### config.mk
export PLATFORM = sky130hd
export DESIGN_NAME = mult_div_unit_flat
export DESIGN_NICKNAME = d
export VERILOG_FILES = /design/src/rtl/mult_div_unit_if.sv /design/src/rtl/mult_div_unit.sv /design/src/flat_wrapper.sv
export SDC_FILE = /design/constraint.sdc
export NUM_CORES = 1
export LEC_CHECK = 0
export CAP_MARGIN = 20
export CORE_UTILIZATION = 65
export DETAILED_ROUTE_END_ITERATION = 7
export GPL_TIMING_DRIVEN = 0
export PLACE_DENSITY_LB_ADDON = 0.12
export REMOVE_ABC_BUFFERS = 1
export SLEW_MARGIN = 20
export SYNTH_ARGS = -nofsm -noshare
export SYNTH_HDL_FRONTEND = slang
export SYNTH_SLANG_ARGS = --single-unit
### constraint.sdc
create_clock -name clk -period 6.2 [get_ports clk]
set_input_delay 1.86 -clock clk [delete_from_list [all_inputs] [get_ports clk]]
set_output_delay 1.86 -clock clk [all_outputs]
set_load 0.01 [all_outputs]
### src/rtl/mult_div_unit_if.sv
// rtl/mult_div_unit_if.sv - request/result bundle between EX and the mult/div engine
//
// Signals:
//   start   request strobe from EX, sampled by the engine only when idle
//   op      00 MULT, 01 MULTU, 10 DIV, 11 DIVU
//   a, b    rs / rt operands
//   cancel  abort the in-flight operation (exception or flush)
//   busy    engine is working or presenting its result
//   p       64-bit result {Hi, Lo}
//   is_mult result came from a multiply
//   wen     one-cycle Lo/Hi write strobe, also the done indication
// master = EX side, slave = the engine.

interface mult_div_unit_if;
    logic        start;
    logic [1:0]  op;
    logic [31:0] a;
    logic [31:0] b;
    logic        cancel;
    logic        busy;
    logic [63:0] p;
    logic        is_mult;
    logic        wen;

    modport master (
        output start, op, a, b, cancel,
        input  busy, p, is_mult, wen
    );

    modport slave (
        input  start, op, a, b, cancel,
        output busy, p, is_mult, wen
    );
endinterface

### src/rtl/mult_div_unit.sv
// rtl/mult_div_unit.sv - iterative 32-bit multiply/divide engine feeding the Lo/Hi register
//
// Ports:
//   clk    rising-edge clock
//   rst_n  synchronous active-low reset
//   bus    mult_div_unit_if.slave (start/op/a/b/cancel in; busy/p/is_mult/wen out)
//
// Fixed schedule from the accepting edge T0: 32 iterations on T0+1..T0+32,
// sign fix and result register on T0+33, wen high for the cycle after that.

module mult_div_unit (
    input  logic            clk,
    input  logic            rst_n,
    mult_div_unit_if.slave  bus
);

    typedef enum logic [1:0] {
        S_IDLE,
        S_CALC,
        S_FIX,
        S_DONE
    } state_t;

    state_t      state_q,   state_d;
    logic [5:0]  cnt_q,     cnt_d;
    // Multiply: running product. Divide: {remainder, dividend/quotient}.
    logic [63:0] acc_q,     acc_d;
    // Multiply only: multiplicand magnitude, shifted left each iteration.
    logic [63:0] mcand_q,   mcand_d;
    // Multiply: multiplier magnitude shifted right. Divide: divisor magnitude.
    logic [31:0] opb_q,     opb_d;
    logic        mul_op_q,  mul_op_d;
    logic        neg_lo_q,  neg_lo_d;   // product sign, or quotient sign
    logic        neg_hi_q,  neg_hi_d;   // remainder sign
    logic        div0_q,    div0_d;
    logic [63:0] p_q,       p_d;
    logic        is_mult_q, is_mult_d;
    logic        wen_q,     wen_d;
    logic        busy_q,    busy_d;

    logic        signed_op;
    logic        a_neg;
    logic        b_neg;
    logic [31:0] a_mag;
    logic [31:0] b_mag;
    logic [32:0] rem_shift;
    logic        rem_ge;
    logic [31:0] quo_fix;
    logic [31:0] rem_fix;

    always_comb begin
        signed_op = ~bus.op[0];
        a_neg     = signed_op & bus.a[31];
        b_neg     = signed_op & bus.b[31];
        a_mag     = a_neg ? (32'd0 - bus.a) : bus.a;
        b_mag     = b_neg ? (32'd0 - bus.b) : bus.b;

        // Restoring-division step: the remainder shifted left with the next
        // dividend bit fits in 33 bits; the true difference always fits in 32.
        rem_shift = {acc_q[63:32], acc_q[31]};
        rem_ge    = rem_shift >= {1'b0, opb_q};

        // Divide-by-zero leaves the quotient at all ones unfixed; the remainder
        // holds |a| and re-applying a's sign restores a exactly.
        quo_fix   = (neg_lo_q & ~div0_q) ? (32'd0 - acc_q[31:0]) : acc_q[31:0];
        rem_fix   = neg_hi_q ? (32'd0 - acc_q[63:32]) : acc_q[63:32];

        state_d   = state_q;
        cnt_d     = cnt_q;
        acc_d     = acc_q;
        mcand_d   = mcand_q;
        opb_d     = opb_q;
        mul_op_d  = mul_op_q;
        neg_lo_d  = neg_lo_q;
        neg_hi_d  = neg_hi_q;
        div0_d    = div0_q;
        p_d       = p_q;
        is_mult_d = is_mult_q;
        wen_d     = 1'b0;
        busy_d    = busy_q;

        case (state_q)
            S_IDLE: begin
                // cancel wins over a simultaneous start
                if (bus.start && !bus.cancel) begin
                    mul_op_d = ~bus.op[1];
                    neg_lo_d = a_neg ^ b_neg;
                    neg_hi_d = a_neg;
                    div0_d   = bus.op[1] & (bus.b == 32'd0);
                    opb_d    = b_mag;
                    mcand_d  = {32'd0, a_mag};
                    acc_d    = bus.op[1] ? {32'd0, a_mag} : 64'd0;
                    cnt_d    = 6'd0;
                    busy_d   = 1'b1;
                    state_d  = S_CALC;
                end
            end
            S_CALC: begin
                if (bus.cancel) begin
                    busy_d  = 1'b0;
                    state_d = S_IDLE;
                end else begin
                    if (mul_op_q) begin
                        acc_d   = acc_q + (opb_q[0] ? mcand_q : 64'd0);
                        mcand_d = {mcand_q[62:0], 1'b0};
                        opb_d   = {1'b0, opb_q[31:1]};
                    end else begin
                        acc_d[63:32] = rem_ge ? (rem_shift[31:0] - opb_q) : rem_shift[31:0];
                        acc_d[31:0]  = {acc_q[30:0], rem_ge};
                    end
                    cnt_d = cnt_q + 6'd1;
                    if (cnt_q == 6'd31) begin
                        state_d = S_FIX;
                    end
                end
            end
            S_FIX: begin
                if (bus.cancel) begin
                    busy_d  = 1'b0;
                    state_d = S_IDLE;
                end else begin
                    if (mul_op_q) begin
                        p_d = neg_lo_q ? (64'd0 - acc_q) : acc_q;
                    end else begin
                        p_d = {rem_fix, quo_fix};
                    end
                    is_mult_d = mul_op_q;
                    wen_d     = 1'b1;
                    state_d   = S_DONE;
                end
            end
            default: begin
                busy_d  = 1'b0;
                state_d = S_IDLE;
            end
        endcase
    end

    always_ff @(posedge clk) begin
        if (!rst_n) begin
            state_q   <= S_IDLE;
            cnt_q     <= 6'd0;
            acc_q     <= 64'd0;
            mcand_q   <= 64'd0;
            opb_q     <= 32'd0;
            mul_op_q  <= 1'b0;
            neg_lo_q  <= 1'b0;
            neg_hi_q  <= 1'b0;
            div0_q    <= 1'b0;
            p_q       <= 64'd0;
            is_mult_q <= 1'b0;
            wen_q     <= 1'b0;
            busy_q    <= 1'b0;
        end else begin
            state_q   <= state_d;
            cnt_q     <= cnt_d;
            acc_q     <= acc_d;
            mcand_q   <= mcand_d;
            opb_q     <= opb_d;
            mul_op_q  <= mul_op_d;
            neg_lo_q  <= neg_lo_d;
            neg_hi_q  <= neg_hi_d;
            div0_q    <= div0_d;
            p_q       <= p_d;
            is_mult_q <= is_mult_d;
            wen_q     <= wen_d;
            busy_q    <= busy_d;
        end
    end

    assign bus.busy    = busy_q;
    assign bus.p       = p_q;
    assign bus.is_mult = is_mult_q;
    assign bus.wen     = wen_q;

endmodule

### src/flat_wrapper.sv
// flat-port wrapper written by rule: the top's interface ports become plain ports
module mult_div_unit_flat 
  (clk, rst_n, bus_start, bus_op, bus_a, bus_b, bus_cancel, bus_busy, bus_p, bus_is_mult, bus_wen);
  mult_div_unit_if bus_i ();
  input  logic clk;
  input  logic rst_n;
  input wire logic [$bits(bus_i.start)-1:0] bus_start;
  input wire logic [$bits(bus_i.op)-1:0] bus_op;
  input wire logic [$bits(bus_i.a)-1:0] bus_a;
  input wire logic [$bits(bus_i.b)-1:0] bus_b;
  input wire logic [$bits(bus_i.cancel)-1:0] bus_cancel;
  output wire logic [$bits(bus_i.busy)-1:0] bus_busy;
  output wire logic [$bits(bus_i.p)-1:0] bus_p;
  output wire logic [$bits(bus_i.is_mult)-1:0] bus_is_mult;
  output wire logic [$bits(bus_i.wen)-1:0] bus_wen;
  assign bus_i.start = bus_start;
  assign bus_i.op = bus_op;
  assign bus_i.a = bus_a;
  assign bus_i.b = bus_b;
  assign bus_i.cancel = bus_cancel;
  assign bus_busy = bus_i.busy;
  assign bus_p = bus_i.p;
  assign bus_is_mult = bus_i.is_mult;
  assign bus_wen = bus_i.wen;
  mult_div_unit u_core (.clk(clk), .rst_n(rst_n), .bus(bus_i));
endmodule
==> run summary <==
Outcome -> complete, no violations
Buffers on Ports -> 136
Final net count -> 2748
Core area -> 0.0287 mm2
Worst Hold Class -> reg -> reg
Maximum clock path buffer count -> 3
HPWL Detailed -> 44400 um
Vias in the first global route -> 19034
VDD IR max -> 0.270 mV
Initial core utilization -> 0.661
Yosys cell types -> 74
Routability congestion estimate -> 0.971
# IOs -> 137
CP required -> 6620 ps
FF+latch area -> 0.00479 mm2
Worst-path clk slew -> 60 ps
Mapped cell area -> 0.0190 mm2
DRT iter0 DRCs -> 1703
Synth Instances -> 2551
Power per cell area -> 290 mW/mm2
TritonRoute pass-1 iters -> 6
Crit-path max FO -> 5
Mean Syn Cell Area -> 7.44 um2
Clock sinks -> 239
Crit path time final -> 5060 ps
Die area -> 0.0299 mm2
Seq/Total Area, Yosys -> 0.252
Period utilization -> 0.816
Post-synth EDFFs -> 0
Critical path capture point type -> register
Seq cells post-synth -> 239
Die height -> 173 um
# fillers -> 2192
First-pass GRT wire length -> 96600 um
Design area -> 0.0216 mm2
Worst-margin pin slew -> 1070 ps
Post-CTS Resized -> 0
Leak pwr -> 8.92 nW
H-tree Lvls -> 1
Root Driver -> clkbuf_16
Antenna violations before repair -> 0
Die W -> 173 um
# rows -> 62
Drt drc -> 0
Yosys top cell area share -> 0.252
Diodes inserted -> 0
Setup ws final -> 1140 ps
Final slew viol count -> 0
Total CTS buffers -> 27
Clock latency on the worst-skew pair -> 560 ps
Share of synthesized registers carrying an async set or reset -> 0
Routed Antenna Nets -> 0
Relative slew slack -> 0.283
RSZ-0062 raised after global routing -> false
Vias per inst -> 6.65
GRT overflow -> 0
Wire length per cell -> 20.5 um
Maxcap violations -> 0
Yosys Warn Count -> 0
Largest net degree at the start of global routing -> 147
Pre-CTS WS -> 730 ps
Area of the multi-input gates -> 0.0134 mm2
Area grow syn2layout -> 14.1%
Max Clock Skew -> 16.0 ps
Post-DP Area -> 0.0207 mm2
Overall Global Routing Usage -> 0.394
TritonCTS clock tree -> yes
Setup-violating endpoint count in the final report -> 0
CP arrival -> 5490 ps
Startpoint Class -> input port
Share of cells above drive strength 1 -> 0.0417
Cts hold-fix bufs -> 0
CP Class -> in -> reg
Drt total wl -> 61000 um
Via count -> 19803
PnR Total Power -> 6.28 mW
Final hold slack -> 461 ps
Fmax -> 0.198 GHz
Synth area leaders -> dfxtp_1 25%, nand2_1 7.4%, ha_1 6.9%
Final Hold Viols -> 0
Ys flop type -> dfxtp_1
Setup bufs post-CTS -> 0
Area leader, netlist -> dfxtp_1
## path summary, 6_finish.rpt
path                            slack (ps)          startpoint            endpoint  cells after the start
worst max-delay path                  1140            bus_a[5]    u_core.acc_q[26]                      9
worst max register to register        1890     u_core.opb_q[0]    u_core.acc_q[54]                     13
worst min register to register         460  u_core.mcand_q[63]  u_core.mcand_q[63]                      2
worst min-delay path                   460  u_core.mcand_q[63]  u_core.mcand_q[63]                      2
## sequential cells by signal, summed over array words and instances (netlist names)
register / cells
u_core.bus.is_mult: 1
u_core.bus.p: 64
u_core.opb_q: 32
u_core.mul_op_q: 1
u_core.cnt_q: 6
u_core.state_q: 2
u_core.neg_hi_q: 1
u_core.acc_q: 64
u_core.bus.busy: 1
u_core.div0_q: 1
u_core.neg_lo_q: 1
u_core.mcand_q: 64
u_core.bus.wen: 1
## power by group
group          internal (mW)  leakage, nW  total (mW)  switching (mW)
combinational           1.03         6.53        2.73            1.70
sequential              1.65         1.94        1.82           0.173
clock                   1.00        0.451        1.73           0.724
## cells by family (layout without fill, tap and decap cells)
| kind of cell | after synthesis | count (layout) | share of synthesized area |
|---|---|---|---|
| xor gates and xnor gates | 193 | 193 | 0.0891 |
| adders and majority gates | 106 | 106 | 0.0707 |
| and+or+nand+nor | 910 | 910 | 0.231 |
| muxes | 38 | 38 | 0.0205 |
| DFF | 239 | 239 | 0.252 |
| AOI/OAI and AO/OA | 825 | 825 | 0.289 |
| buffers and inverters | 240 | 281 | 0.0475 |
## worst max-delay path, cell delays in order
cell	delay [ps]
clkdlybuf4s50_1	500
or4_1	630
or3_1	410
nor4_2	910
nand3_1	220
o41ai_1	360
xnor2_1	170
a221oi_1	310
a21oi_1	100
## Yosys cell counts, types with 15 or more instances
cell type / count
nand2_1: 374
dfxtp_1: 239
o21ai_0: 213
a21oi_1: 181
clkbuf_1: 141
nor2_1: 132
xnor2_1: 112
ha_1: 104
a21boi_0: 90
and2_1: 86
xor2_1: 81
nand3_1: 79
inv_1: 77
o211a_1: 69
nor3_1: 54
a21o_1: 48
mux2i_1: 31
or3_1: 29
nand4_1: 28
a31oi_1: 26
o211ai_1: 25
nor2b_1: 21
nor4_1: 21
buf_1: 20
o21a_1: 20
o31ai_1: 19
o221ai_1: 18
and3_1: 16
o41ai_1: 15
## layout by cell type, fill, tap and decap left out, drive strengths merged, types with 14 or more instances in the layout
master,count
ha,104
nand3,80
a211oi,14
a221oi,14
clkbuf,34
xnor2,112
and2,86
buf,19
a21boi,91
xor2,81
nor2b,22
nand4,28
o31ai,19
or3,29
nor3,54
o211ai,25
inv,82
nand2b,14
o21a,20
o211a,69
nand2,374
a21oi,181
mux2i,31
nor4,23
o221ai,18
dfxtp,239
and3,16
clkdlybuf4s50,135
a31oi,26
o21bai,14
o21ai,214
o41ai,16
or4,16
a21o,48
nor2,132
## routing by layer
layer | part of all wire | up-vias | global-route usage | routed length [um]
met4 | 0.061 | 0 | 0.240 | 3730
met1 | 0.38 | 9269 | 0.461 | 23500
met3 | 0.071 | 269 | 0.0444 | 4320
met5 | 0 | - | 0 | 0
met2 | 0.48 | 1038 | 0.691 | 29500
li1 | - | 9227 | - | -
## metrics by stage
stage / utilization / std cells / setup TNS, ps
floorplan: - / 2389 / -330410
global placement: 0.704 / 2909 / -1538800
detailed placement: 0.721 / 2927 / 0
CTS: 0.754 / 2976 / 0
global route: 0.754 / 2976 / 0
finish: 0.754 / 2976 / 0
## layout make-up
class | count | area share
Tap cell | 384 | 0.0222
Multi-Input combinational cell | 2072 | 0.617
Clock buffer | 34 | 0.0352
Inverter | 78 | 0.0135
Timing Repair Buffer | 154 | 0.0816
Clock inverter | 15 | 0.00873
Sequential cell | 239 | 0.221
Note: power is estimated with default switching activity, not from simulation.
